### src/rtl/apb4_master_bridge.sv
// APB4 initiator: one valid/ready command becomes a SETUP + ACCESS transfer; completion on a one-cycle rsp strobe.
// Latency: accept -> SETUP -> ACCESS (+1 per wait state) -> rsp; req_ready low while busy, rsp has no backpressure.
module apb4_master_bridge #(
  parameter int ADDR_WIDTH = 4,
  parameter int DATA_WIDTH = 32,
  parameter int TIMEOUT    = 255
) (
  input  logic                    pclk,
  input  logic                    prstn,
  input  logic                    req_valid,
  output logic                    req_ready,
  input  logic                    req_write,
  input  logic [ADDR_WIDTH-1:0]   req_addr,
  input  logic [DATA_WIDTH-1:0]   req_wdata,
  input  logic [DATA_WIDTH/8-1:0] req_strb,
  output logic                    rsp_valid,
  output logic [DATA_WIDTH-1:0]   rsp_rdata,
  output logic                    rsp_err,
  output logic                    rsp_timeout,
  output logic                    psel,
  output logic                    penable,
  output logic [ADDR_WIDTH-1:0]   paddr,
  output logic                    pwrite,
  output logic [DATA_WIDTH-1:0]   pwdata,
  output logic [DATA_WIDTH/8-1:0] pstrb,
  input  logic [DATA_WIDTH-1:0]   prdata,
  input  logic                    pready,
  input  logic                    pslverr
);

  localparam int CW = (TIMEOUT > 0) ? $clog2(TIMEOUT + 1) : 1;
  // Value the stall counter holds during the last permitted wait cycle
  localparam logic [CW-1:0] CNT_LAST = CW'((TIMEOUT > 0) ? TIMEOUT - 1 : 0);

  typedef enum logic [1:0] {IDLE, SETUP, ACCESS} state_t;

  state_t        state;
  logic [CW-1:0] cnt;

  assign req_ready = (state == IDLE);

  always_ff @(posedge pclk or negedge prstn) begin
    if (!prstn) begin
      state       <= IDLE;
      cnt         <= '0;
      psel        <= 1'b0;
      penable     <= 1'b0;
      paddr       <= '0;
      pwrite      <= 1'b0;
      pwdata      <= '0;
      pstrb       <= '0;
      rsp_valid   <= 1'b0;
      rsp_rdata   <= '0;
      rsp_err     <= 1'b0;
      rsp_timeout <= 1'b0;
    end else begin
      rsp_valid <= 1'b0;
      case (state)
        IDLE: begin
          if (req_valid) begin
            paddr  <= req_addr;
            pwrite <= req_write;
            pwdata <= req_wdata;
            // APB4 requires all strobes low on reads
            pstrb  <= req_write ? req_strb : '0;
            psel   <= 1'b1;
            state  <= SETUP;
          end
        end
        SETUP: begin
          penable <= 1'b1;
          state   <= ACCESS;
        end
        ACCESS: begin
          if (pready) begin
            rsp_valid   <= 1'b1;
            rsp_rdata   <= pwrite ? '0 : prdata;
            rsp_err     <= pslverr;
            rsp_timeout <= 1'b0;
            psel        <= 1'b0;
            penable     <= 1'b0;
            cnt         <= '0;
            state       <= IDLE;
          end else if (TIMEOUT > 0 && cnt == CNT_LAST) begin
            rsp_valid   <= 1'b1;
            rsp_rdata   <= '0;
            rsp_err     <= 1'b1;
            rsp_timeout <= 1'b1;
            psel        <= 1'b0;
            penable     <= 1'b0;
            cnt         <= '0;
            state       <= IDLE;
          end else if (TIMEOUT > 0) begin
            cnt <= cnt + 1'b1;
          end
        end
        default: state <= IDLE;
      endcase
    end
  end

endmodule

### config.mk
export PLATFORM = sky130hd
export DESIGN_NAME = apb4_master_bridge
export DESIGN_NICKNAME = d
export VERILOG_FILES = /design/src/rtl/apb4_master_bridge.sv
export SDC_FILE = /design/constraint.sdc
export NUM_CORES = 1
export LEC_CHECK = 0
export ABC_AREA = 0
export BUFFER_PORTS_ARGS = -buffer_cell sky130_fd_sc_hd__buf_2
export CORE_UTILIZATION = 42
export DETAILED_ROUTE_END_ITERATION = 6
export HOLD_SLACK_MARGIN = 0.1
export MAX_ROUTING_LAYER = met4
export PLACE_DENSITY_LB_ADDON = 0.05
export SLEW_MARGIN = 20
export SYNTH_ARGS = -nofsm -noshare
export SYNTH_HDL_FRONTEND = slang
export SYNTH_SLANG_ARGS = --single-unit
### constraint.sdc
create_clock -name pclk -period 1.4 [get_ports pclk]
set_input_delay 0.14 -clock pclk [delete_from_list [all_inputs] [get_ports pclk]]
set_output_delay 0.14 -clock pclk [all_outputs]
set_load 0.01 [all_outputs]
==> results.json <==
{
  "finalHoldViolCount": 0,
  "clk_latency_ps": 350,
  "swShare_pct": 36.85,
  "routedWlPerCell_um": 15.01,
  "yosysMostFrequentCell": "nand2_1",
  "finalCoreUtilization_pct": 71.94,
  "fin_nets": 653,
  "synth-seq-cells": 88,
  "die_h_um": 91.70,
  "synth_top_area_cell": "dfrtp_1",
  "async_reset_ff_share_pct": 100.0,
  "p_sw_mw": 3.896,
  "dp_cells": 578,
  "initial_core_util_pct": 43.51,
  "p_total_mw": 10.57,
  "synth.top_cell.area_share_pct": 65.16,
  "power.density_nw_per_um2": 1892,
  "n_fill_cell": 575,
  "dieArea_um2": 8409,
  "path_delay_family": "compound AO/OA/AOI/OAI gates",
  "combPwrFrac_pct": 41.8,
  "cts.sinks": 88,
  "fin_crit_sh_pct": 104.2,
  "slowest_stage": "dfrtp_1",
  "yosys_most_used_dff": "dfrtp_1",
  "fin_hold_ws_ps": 203.5,
  "grt_overflow_total": 0,
  "tritoncts.num_buffers": 9,
  "htreeDepth": 3,
  "cellInternalPower_mw": 6.675,
  "grt_max_degree": 44,
  "cts_tree": "done",
  "gp_congestion": 0.7968,
  "antenna_found_initial": 1,
  "synth_edf_count": 0,
  "slew_headroom_pct": 77.07,
  "drive_gt1_share_pct": 37.37,
  "seq_area_frac_synth_pct": 65.16,
  "max_cap_viol_count": 0,
  "status": "finished with violations",
  "stdcell_count": 681,
  "synth.area.top_cells": "dfrtp_1 65%, nand2_1 14%, a22o_1 8.8%",
  "finalMaxSlewViolations": 0,
  "num_vias": 3299,
  "power.share.sequential_pct": 40.9,
  "worst_slew_pin_slew_ps": 344.0,
  "pre_cts_ws_ps": -65.74,
  "dr.pass1.iters": 4,
  "drt_iter0_drc": 98,
  "worst_setup_path_end_kind": "flop",
  "crit_chain": "inv_2 > ha_4 > a41o_4 > nand2_8 > buf_12 > a22o_1",
  "reg2reg_slack_ps": -60,
  "ir_drop_mv": 1.096,
  "root_buffer": "clkbuf_8",
  "worstPathRequired_ps": 1640,
  "synth_cell_types": 29,
  "max_freq_mhz": 685.6,
  "rsz0062_at_grt": "true",
  "chipWidth_um": 91.70,
  "drc": 0,
  "fin_crit_ps": 1459,
  "fin_ws_ps": -58.66,
  "finClkSkew_ps": 12.32,
  "grt_pass1_wl_mm": 16.39,
  "multi_input_area_um2": 1120,
  "io_buffers": 156,
  "critPathMaxStageDelay_ps": 410,
  "min_path_type": "in2async",
  "cp-start-kind": "flop",
  "setup_viol": 37,
  "clockBufferDepth": 2,
  "clk_pin_slew_ps": 100,
  "synthCells": 314,
  "clock_power_share_pct": 17.4,
  "grt_usage_pct": 25.76,
  "yosys_warnings": 0,
  "ant_nets": 0,
  "violations": "negative setup slack",
  "path_buf_inv": 2,
  "syn_area_um2": 3379,
  "row_count": 32,
  "synth_nets": 394,
  "crit_fanout": 12,
  "core_um2": 7767,
  "path_class": "reg2reg",
  "finalWirelength_mm": 10.23,
  "io_pins": 157,
  "cp.arrival_ps": 1690,
  "regArea_um2": 2202,
  "hpwl_mm": 5.794,
  "areaGrowthSynthToFinish_pct": 65.35,
  "avgSynthCellArea_um2": 10.76,
  "routed_via_density": 4.844,
  "first_global_vias": 3461,
  "leakagePower_nw": 3.011,
  "synth.top_cells.by_count": "126 x nand2_1, 88 x dfrtp_1, 34 x a22o_1, 9 x clkbuf_1, 9 x nor2_1"
}
## placed cells by master, fill, tap and decap left out, drive strengths merged, types with 4 or more instances in the layout
cell	instances
dlygate4sd3	76
a22o	34
nand3	5
dfrtp	88
buf	187
o21ai	4
a21oi	4
clkbuf	10
nor2	10
nand2	127
inv	6
## final cells by class
cell class	count	share of cell area (%)
sequential	88	39.41
timing repair buffer	264	34.17
multi-input combinational	206	20.04
tap	102	2.284
clock buffer	9	2.217
clock inverter	7	1.567
inverter	4	0.2687
antenna	1	0.04478
## power by group through the flow
stage / Combinational [mW] / Sequential (mW) / Clock, mW
2_1_floorplan: 1.51 / 4.84 / 0
3_3_place_gp: 3.82 / 4.32 / 0
3_5_place_dp: 3.91 / 4.32 / 0
4_1_cts: 4.22 / 4.29 / 1.90
5_1_grt: 4.85 / 4.47 / 2.00
6_report: 4.41 / 4.32 / 1.84
## registers in the layout (all words and copies together), names as in the netlist
signal       cells
cnt              8
paddr            4
penable          1
psel             1
pstrb            4
pwdata          32
pwrite           1
rsp_err          1
rsp_rdata       32
rsp_timeout      1
rsp_valid        1
state            2
## per-stage QoR
| step | TNS [ps] | area, um2 |
|---|---|---|
| floorplan | -81.85 | 3382 |
| global placement | -607.0 | 4446 |
| detailed placement | -1338 | 4446 |
| CTS | -1378 | 5505 |
| global route | -3794 | 5588 |
| finish | -1605 | 5588 |
## cells by family after synthesis
| group | count (synthesis) | synth area share, % |
|---|---|---|
| fa+ha+maj | 2 | 0.7403 |
| buf+inv | 20 | 3.036 |
| mux | 2 | 0.6294 |
| xor+xnor | 1 | 0.2592 |
| simple gates | 152 | 18.25 |
| flops | 88 | 65.16 |
| compound gates | 49 | 11.92 |
## worst register-to-register path, stage by stage, from the launching register on
cell     delay (ps)
dfrtp_1         410
inv_2            90
ha_4            140
a41o_4          240
nand2_8          90
buf_12          150
a22o_1          230
## per-layer routing
metal	GRT usage [%]	vias up	wire, um
met4	10.81	0	314
li1	-	1566	-
met1	30.28	1570	4105
met2	44.24	136	5332
met5	-	-	0
met3	3.980	27	473
## worst paths after layout
kind,from,to,cells past startpoint
worst max-delay path,cnt[0],rsp_rdata[18],6
worst min-delay path,prstn,rsp_rdata[9],2
worst max register to register,cnt[0],rsp_rdata[18],6
worst min register to register,pwdata[9],pwdata[9],2
max in group asynchronous,prstn,pwdata[10],3
min in group pclk,req_valid,pwdata[9],5
## what timing repair did
item / in CTS / in global routing
setup endpoints to repair: 35 / 44
hold buffers: 76 / 0
gates resized for setup: 6 / 5
gates cloned: 1 / 1
hold endpoints to repair: 163 / 0
buffers inserted: 5 / 3
pin swaps: 4 / 6
No activity file was read; power rests on OpenSTA's default activity.
